$ cat config.mk
export PLATFORM = sky130hd
export DESIGN_NAME = gettoniera
export DESIGN_NICKNAME = d
export VERILOG_FILES = /design/src/rtl/gettoniera_pkg.sv /design/src/rtl/gettoniera_coin_debounce.sv /design/src/rtl/gettoniera.sv
export SDC_FILE = /design/constraint.sdc
export NUM_CORES = 1
export LEC_CHECK = 0
export BUFFER_PORTS_ARGS = -buffer_cell sky130_fd_sc_hd__clkbuf_2
export CORE_MARGIN = 2
export CORE_UTILIZATION = 35
export DETAILED_ROUTE_END_ITERATION = 16
export PLACE_DENSITY = 0.56
export SYNTH_ARGS = -nofsm -noshare
export SYNTH_HDL_FRONTEND = slang
export SYNTH_SLANG_ARGS = --single-unit
$ cat constraint.sdc
create_clock -name clk -period 2.7 [get_ports clk]
set_input_delay 0.405 -clock clk [delete_from_list [all_inputs] [get_ports clk]]
set_output_delay 0.405 -clock clk [all_outputs]
set_load 0.005 [all_outputs]
$ cat src/rtl/gettoniera_pkg.sv
// Shared types and constants for the coin-acceptor front end.
package gettoniera_pkg;

  typedef enum logic [1:0] {
    ARM     = 2'd0,
    IDLE    = 2'd1,
    CONFIRM = 2'd2,
    HELD    = 2'd3
  } ch_state_e;

  localparam int unsigned DEF_DEB_CYCLES  = 4;
  localparam int unsigned DEF_LOCK_CYCLES = 8;
  localparam int unsigned DEF_CNT_W       = 8;

  // Bits needed to hold a counter that reaches max_val.
  function automatic int unsigned cnt_width(input int unsigned max_val);
    return (max_val < 2) ? 1 : $clog2(max_val + 1);
  endfunction

  localparam int unsigned DEF_DEB_W  = cnt_width(DEF_DEB_CYCLES);
  localparam int unsigned DEF_LOCK_W = cnt_width(DEF_LOCK_CYCLES);

endpackage

$ cat src/rtl/gettoniera_coin_debounce.sv
// One coin channel: 2-flop synchroniser, arm/confirm/held debounce FSM, one-cycle rise event.
module coin_debounce
  import gettoniera_pkg::*;
#(
  parameter int unsigned DEB_CYCLES = DEF_DEB_CYCLES
) (
  input  logic clk,
  input  logic rst_n,
  input  logic raw_i,
  output logic rise_o
);

  localparam int unsigned DW = cnt_width(DEB_CYCLES);
  localparam logic [DW-1:0] DEB_MAX = DW'(DEB_CYCLES);

  logic          sync1_q, sync2_q;
  ch_state_e     state_q, state_d;
  logic [DW-1:0] deb_q, deb_d, deb_inc;
  logic          rise_q, rise_d;

  always_ff @(posedge clk or negedge rst_n) begin
    if (!rst_n) begin
      sync1_q <= 1'b0;
      sync2_q <= 1'b0;
      state_q <= ARM;
      deb_q   <= '0;
      rise_q  <= 1'b0;
    end else begin
      sync1_q <= raw_i;
      sync2_q <= sync1_q;
      state_q <= state_d;
      deb_q   <= deb_d;
      rise_q  <= rise_d;
    end
  end

  assign deb_inc = deb_q + DW'(1);

  // ARM needs a clean low run before the channel may fire again.
  always_comb begin
    state_d = state_q;
    deb_d   = deb_q;
    rise_d  = 1'b0;
    case (state_q)
      ARM: begin
        if (sync2_q) begin
          deb_d = '0;
        end else if (deb_inc == DEB_MAX) begin
          state_d = IDLE;
          deb_d   = '0;
        end else begin
          deb_d = deb_inc;
        end
      end
      IDLE: begin
        if (sync2_q) begin
          state_d = CONFIRM;
          deb_d   = DW'(1);
        end
      end
      CONFIRM: begin
        if (!sync2_q) begin
          state_d = IDLE;
          deb_d   = '0;
        end else if (deb_inc == DEB_MAX) begin
          state_d = HELD;
          deb_d   = '0;
          rise_d  = 1'b1;
        end else begin
          deb_d = deb_inc;
        end
      end
      HELD: begin
        if (!sync2_q) begin
          state_d = ARM;
          deb_d   = DW'(1);
        end
      end
      default: begin
        state_d = ARM;
        deb_d   = '0;
      end
    endcase
  end

  assign rise_o = rise_q;

endmodule

$ cat src/rtl/gettoniera.sv
// Coin-acceptor front end: per-channel debounce, arbitration with lockout, saturating coin count.
module gettoniera
  import gettoniera_pkg::*;
#(
  parameter int unsigned DEB_CYCLES  = DEF_DEB_CYCLES,
  parameter int unsigned LOCK_CYCLES = DEF_LOCK_CYCLES,
  parameter int unsigned CNT_W       = DEF_CNT_W
) (
  input  logic             clk,
  input  logic             reset,
  input  logic             coin_d_raw,
  input  logic             coin_v_raw,
  output logic             d_o,
  output logic             v_o,
  output logic             reject_o,
  output logic [CNT_W-1:0] coin_cnt_o
);

  localparam int unsigned LW = cnt_width(LOCK_CYCLES);
  localparam logic [CNT_W-1:0] CNT_MAX = {CNT_W{1'b1}};

  logic             d_rise, v_rise;
  logic [LW-1:0]    lock_q, lock_d;
  logic             d_pulse_q, d_pulse_d;
  logic             v_pulse_q, v_pulse_d;
  logic             rej_q, rej_d;
  logic [CNT_W-1:0] cnt_q, cnt_d;

  coin_debounce #(.DEB_CYCLES(DEB_CYCLES)) u_deb_d (
    .clk    (clk),
    .rst_n  (reset),
    .raw_i  (coin_d_raw),
    .rise_o (d_rise)
  );

  coin_debounce #(.DEB_CYCLES(DEB_CYCLES)) u_deb_v (
    .clk    (clk),
    .rst_n  (reset),
    .raw_i  (coin_v_raw),
    .rise_o (v_rise)
  );

  always_ff @(posedge clk or negedge reset) begin
    if (!reset) begin
      lock_q    <= '0;
      d_pulse_q <= 1'b0;
      v_pulse_q <= 1'b0;
      rej_q     <= 1'b0;
      cnt_q     <= '0;
    end else begin
      lock_q    <= lock_d;
      d_pulse_q <= d_pulse_d;
      v_pulse_q <= v_pulse_d;
      rej_q     <= rej_d;
      cnt_q     <= cnt_d;
    end
  end

  // Rejections during lockout do not extend the window; only a fresh decision reloads it.
  always_comb begin
    d_pulse_d = 1'b0;
    v_pulse_d = 1'b0;
    rej_d     = 1'b0;
    cnt_d     = cnt_q;
    lock_d    = (lock_q != '0) ? lock_q - LW'(1) : '0;
    if (d_rise || v_rise) begin
      if (lock_q != '0) begin
        rej_d = 1'b1;
      end else if (d_rise && v_rise) begin
        rej_d  = 1'b1;
        lock_d = LW'(LOCK_CYCLES);
      end else begin
        d_pulse_d = d_rise;
        v_pulse_d = v_rise;
        lock_d    = LW'(LOCK_CYCLES);
        if (cnt_q != CNT_MAX) begin
          cnt_d = cnt_q + CNT_W'(1);
        end
      end
    end
  end

  assign d_o        = d_pulse_q;
  assign v_o        = v_pulse_q;
  assign reject_o   = rej_q;
  assign coin_cnt_o = cnt_q;

endmodule

==> results by group, run 1 <==
Setup path
  – Crit path largest cell delay: 410 ps
  – Arrival @ worst endpoint: 1800 ps
  – Data required, critical path: 2860 ps
  – Setup crit start kind: flip-flop
  – Worst-path fanout max: 5
  – Slowest CP cell: dfrtp_1
  – Critical path class: flip-flop to flip-flop
  – Crit path cell chain: ha_1, nand3_1, o211ai_1, mux2_2
  – Crit path capture type: flip-flop

GRT
  – GRT overflow: 0
  – M2 GR Usage: 0.197
  – Antenna violations before repair: 0
  – GRT Util Overall: 0.119
  – Vias in the first global route: 930
  – Top Usage Layer GRT: met2
  – First-pass GRT wire length: 3970 µm
  – GR Util met3: 0.0517
  – Largest net degree at the start of global routing: 32
  – Met1 global-route usage: 0.132

Clock tree
  – Clk Latency, worst-skew pair: 280 ps
  – Clk root buf: clkbuf_8
  – Clk buf depth: 2
  – CTS tree: done
  – Hold-fix buffers, CTS: 0
  – H-tree depth: 2
  – Reg clk slew, reported paths: 60 ps
  – TritonCTS Sinks: 31
  – TritonCTS Buffers: 5
  – Post-CTS Setup Bufs: 0
  – Post-cts sizing count: 0

Layout
  – Antenna cell count: 0
  – Most common cell after layout, fill and taps aside: dfrtp_1
  – NumNets Final: 153
  – Fillcell total: 385
  – Area Growth Syn to Fin: 15.8%
  – Commonest cells after routing, fill and taps aside: dfrtp_1 (31), nand2_1 (15), clkbuf_2 (14)
  – Layout cell share with drive strength beyond 1: 0.210
  – Finished Layout Cells: 191

Place
  – Routability cong.: 0.785
  – Count of input and output buffers: 14
  – Dpl hpwl: 1560 µm
  – Placed insts: 183

Power and ir drop
  – Sw Ratio: 0.288
  – PD cells: 765 nW/µm²
  – Psw: 0.357 mW
  – Max VDD drop: 0.293 mV
  – Logic pwr share: 0.187
  – Leak: 0.791 nW
  – Clk pwr share: 0.316
  – Part of the power in registers: 0.497
  – Power Internal: 0.885 mW

Floorplanning
  – Rows: 22
  – Die X: 67.3 µm
  – Ports: 15
  – Core area: 3740 µm²
  – Die height: 67.3 µm
  – Die area: 4530 µm²
  – Initial Utilization: 0.374

STA
  – Worst slew pin tran: 739 ps
  – Setup Total Neg Slack: 0 ps
  – Tcrit/Tclk final: 0.609
  – Max-slew headroom: 0.507
  – Crit path time final: 1640 ps
  – Hold Fails Final Rpt: 0
  – Clk_skew: 4.21 ps
  – Fin. max-slew vios: 0
  – Final setup viols: 0
  – Maximum clock frequency: 609 MHz
  – RSZ-0062 raised after global routing: false

Worst hold path
  – Worst Hold Class: primary input to async pin

Routing
  – DR WL/cell: 11.5 µm
  – First-pass iteration count of the detailed router: 2
  – Total number of vias: 940
  – WL final: 2190 µm
  – DR DRC count: 0
  – Iteration-0 DRC Markers: 29
  – ANT nets after route: 0
  – DR vias/cell: 4.92

Yosys
  – Synthesized area per cell: 11.4 µm²
  – Post-Synthesis Cells: 123
  – Synth Cell Area: 1400 µm²
  – Post-synth EDFFs: 0
  – Flop and latch count out of synthesis: 31
  – Main flop type after synthesis: dfrtp_1
  – Yosys Warn Count: 0
  – Synthesized Nets: 134
  – Seq/Total Area, Yosys: 0.554
  – Distinct cells, synth: 35
  – Ys async rst share: 1.00

Outcome
  – Status: finished, final reports clean

Job
  – Max-Cap Viols: 0
## cells by family (layout without fill, tap and decap cells)
group / count (synthesis) / in the layout / synth area share
fa+ha+maj: 8 / 8 / 0.0696
mux: 8 / 8 / 0.0616
buf+inv: 4 / 24 / 0.0116
simple gates: 54 / 54 / 0.215
xor+xnor: 6 / 6 / 0.0375
compound gates: 12 / 12 / 0.0509
flops: 31 / 31 / 0.554
## cell type report
type	instances	area, µm²	area share
timing repair buffer	14	70.1	0.0432
clock buffer	8	100	0.0617
sequential	31	776	0.478
inverter	2	7.51	0.00463
multi-input combinational	88	609	0.375
tap	48	60.1	0.0370
## power groups by stage
stage	combinational [mW]	clock, mW	sequential, mW
global route	0.277	0.430	0.631
global placement	0.225	0	0.617
CTS	0.240	0.408	0.616
detailed placement	0.236	0	0.625
finish	0.233	0.393	0.617
floorplan	0.207	0	0.590
## metal layers
layer	part of all wire	vias up	wire length [µm]
met5	0	-	0
met4	0.018	0	39
met3	0.057	6	124
met2	0.46	18	1020
met1	0.46	454	1010
li1	-	462	-
## flip-flops by register name, indices dropped and copies added (netlist names)
name and count:
coin_cnt_o 8, d_o 1, lock_q 4, reject_o 1
u_deb_d.deb_q 3, u_deb_d.rise_o 1, u_deb_d.state_q 2, u_deb_d.sync1_q 1
u_deb_d.sync2_q 1, u_deb_v.deb_q 3, u_deb_v.rise_o 1, u_deb_v.state_q 2
u_deb_v.sync1_q 1, u_deb_v.sync2_q 1, v_o 1
## worst max-delay path: cells and delay by family, from the launching register on
kind                     cells  cell delay [ps]
AO/OA/AOI/OAI                1              390
flip-flops                   1              410
multiplexers                 1              380
AND/OR/NAND/NOR              1               90
adder cells (fa/ha/maj)      1              260
## cell usage after synthesis, types with 3 or more instances
cell type / instances / area (µm²)
dfrtp_1: 31 / 776
nand2_1: 15 / 56.3
nor2_1: 11 / 41.3
ha_1: 7 / 87.6
o21ai_0: 7 / 35.0
xor2_1: 5 / 43.8
mux2_2: 4 / 45.0
mux2i_1: 3 / 30.0
nand2b_1: 3 / 18.8
nand3_1: 3 / 15.0
nand4_1: 3 / 18.8
nor2b_1: 3 / 18.8
or4_1: 3 / 22.5
## stage by stage
step	area (µm²)	setup WS (ps)	power, mW	hold WS, ps	util
after detailed placement	1520	1070	0.861	335	0.407
after floorplan	1400	1190	0.797	109	-
after global routing	1620	933	1.34	224	0.433
final	1620	1060	1.24	183	0.433
after CTS	1620	1060	1.26	219	0.433
after global placement	1520	1170	0.841	334	0.407
## final timing paths
kind	startpoint	to	slack, ps	cells after the start
max	coin_cnt_o[0]	coin_cnt_o[1]	1060	4
min	reset	coin_cnt_o[5]	180	1
max reg2reg	coin_cnt_o[0]	coin_cnt_o[1]	1060	4
min reg2reg	u_deb_v.sync1_q	u_deb_v.sync2_q	350	0
max in group asynchronous	reset	u_deb_d.deb_q[0]	2050	1
min in group clk	coin_d_raw	u_deb_d.sync1_q	240	1
No activity file was read; power rests on OpenSTA's default activity.
==> run 2, diff against run 1 <==
--- a/config.mk
+++ b/config.mk
@@ -9,7 +9,7 @@
 export CORE_MARGIN = 2
 export CORE_UTILIZATION = 35
 export DETAILED_ROUTE_END_ITERATION = 16
-export PLACE_DENSITY = 0.56
+export PLACE_DENSITY = 0.58
 export SYNTH_ARGS = -nofsm -noshare
 export SYNTH_HDL_FRONTEND = slang
 export SYNTH_SLANG_ARGS = --single-unit
==> constraint.sdc (replaced) <==
create_clock -name clk -period 1.5 [get_ports clk]
set_input_delay 0.225 -clock clk [delete_from_list [all_inputs] [get_ports clk]]
set_output_delay 0.225 -clock clk [all_outputs]
set_load 0.005 [all_outputs]
==> run 2 against run 1 <==
Net effect: the run now ends with setup timing left; clock power increased by 120%; fmax increased by 9.1%; sequential cell count unchanged; wire length increased by 13%; sequential share of layout area decreased by 5.5 points; critical endpoint is now u_deb_d.deb_q[0]; critical path depth increased by 1.
==> results by group, run 2 (synthesized netlist as in run 1, its figures left out) <==
STA
  – Crit path time final: 1510 ps
  – Final setup viols: 1
  – Tcrit/Tclk final: 1.00
  – Fin. max-slew vios: 0
  – Final WS setup: -5.95 ps
  – Max-slew headroom: 0.751
  – Clk_skew: 5.09 ps
  – RSZ-0062 raised after global routing: true
  – Hold Fails Final Rpt: 0
  – Worst slew pin tran: 371 ps
  – Maximum clock frequency: 664 MHz

Layout
  – NumNets Final: 170
  – Most common cell after layout, fill and taps aside: dfrtp_1
  – Final Cell Area: 1840 µm²
  – Max FFs per register: 8
  – Area Growth Syn to Fin: 31.0%
  – Commonest cells after routing, fill and taps aside: dfrtp_1 (30), nand2_1 (15), buf_4 (15)
  – Antenna cell count: 0
  – Layout cell share with drive strength beyond 1: 0.356

Clock tree
  – TritonCTS Buffers: 5
  – CTS tree: done
  – Reg clk slew, reported paths: 60 ps
  – TritonCTS Sinks: 31
  – H-tree depth: 2
  – Clk buf depth: 2
  – Clk Latency, worst-skew pair: 280 ps
  – Clk root buf: clkbuf_8

Routing
  – Total number of vias: 1022
  – Iteration-0 DRC Markers: 59
  – DR WL/cell: 11.9 µm
  – DR vias/cell: 4.91
  – ANT nets after route: 0
  – DR DRC count: 0
  – First-pass iteration count of the detailed router: 5
  – WL final: 2470 µm

Setup path
  – Crit path capture type: flip-flop
  – Crit path largest cell delay: 460 ps
  – Worst Path Buf+Inv: 0
  – Critical path class: flip-flop to flip-flop
  – Crit path cell chain: ha_2, xor2_2, and2_4, or4_1, nand2_1
  – Worst reg-to-reg setup slack: -6 ps
  – Setup crit start kind: flip-flop
  – Worst setup path startpoint: u_deb_d.deb_q[0]
  – Worst-path fanout max: 3
  – Slowest CP cell: or4_1
  – Crit path max-delay family: simple AND/OR/NAND/NOR gates
  – R2R depth: 5
  – Worst r2r src: u_deb_d.deb_q[0]
  – Data required, critical path: 1720 ps
  – Last element of the critical path: u_deb_d.deb_q[0]
  – Arrival @ worst endpoint: 1730 ps
  – Worst r2r dst: u_deb_d.deb_q[0]
  – Crit. path cell count: 5

Place
  – Dpl hpwl: 1740 µm
  – Count of input and output buffers: 14
  – Routability cong.: 0.730
  – Post-DP Area: 1640 µm²

Power and ir drop
  – Clk pwr share: 0.334
  – Max VDD drop: 0.510 mV
  – Part of the power in registers: 0.433
  – Power Internal: 1.82 mW
  – PD cells: 1380 nW/µm²
  – Total Power: 2.53 mW
  – Psw: 0.710 mW
  – Logic pwr share: 0.233
  – Leak: 0.893 nW
  – Sw Ratio: 0.281

Worst hold path
  – Worst Hold Class: primary input to flip-flop

GRT
  – Antenna violations before repair: 0
  – GRT Util Overall: 0.136
  – First-pass GRT wire length: 4500 µm
  – Largest net degree at the start of global routing: 32
  – GRT overflow: 0
  – Vias in the first global route: 1049

Job
  – Max-Cap Viols: 0

Floorplanning
  – Core area: 3740 µm²
  – Rows: 22
  – Die height: 67.3 µm
  – Die area: 4530 µm²
  – Ports: 15
  – Initial Utilization: 0.374
  – Die X: 67.3 µm

Outcome
  – Status: finished with violations
  – Failing checks: setup timing
## run 2: power groups by stage
stage / logic [mW] / clock network, mW / registers, mW
after floorplan: 0.374 / 0 / 1.07
after global placement: 0.494 / 0 / 1.09
after detailed placement: 0.520 / 0 / 1.10
after CTS: 0.554 / 0.868 / 1.09
after global routing: 0.674 / 0.921 / 1.12
final: 0.589 / 0.845 / 1.10
## run 2: timing repair
| action | CTS | global route |
|---|---|---|
| resized for setup | 3 | 7 |
| endpoints found under the setup margin | 2 | 10 |
| pin swaps | 7 | 7 |
| hold endpoints to repair | 31 | 0 |
| hold buffers | 1 | 0 |
| buffers inserted | 2 | 2 |
## run 2: final cells by class
class | count | area (µm²)
inverter | 2 | 7.51
clock inverter | 2 | 35.0
timing repair buffer | 31 | 213
fill | 352 | 1910
sequential | 31 | 777
tap | 48 | 60.1
clock buffer | 6 | 82.6
multi-input combinational | 88 | 661
## run 2: layer usage
metal	vias to the layer above	track usage	share of wire
met4	0	0.0638	0.016
met2	24	0.228	0.50
li1	495	-	-
met3	4	0.0617	0.058
met1	499	0.148	0.43
met5	-	0	0
## run 2: worst min path at each step
stage,from,endpoint,slack [ps],depth (start not counted)
floorplan,reset,coin_cnt_o[0],-70,0
global placement,reset,lock_q[2],200,2
detailed placement,reset,reject_o,190,2
CTS,coin_v_raw,u_deb_v.sync1_q,40,1
global route,coin_v_raw,u_deb_v.sync1_q,30,1
finish,coin_d_raw,u_deb_d.sync1_q,40,1
## run 2: stage by stage
step	setup slack (ps)	cells	hold WS, ps	util	TNS [ps]
after floorplan	18.1	123	-70.6	-	0
after global placement	1.64	195	195	0.439	0
after detailed placement	-42.3	195	194	0.439	-61.2
after CTS	-17.1	206	35.9	0.479	-28.5
after global routing	-87.5	208	31.0	0.490	-205
final	-5.95	208	44.4	0.490	-5.95
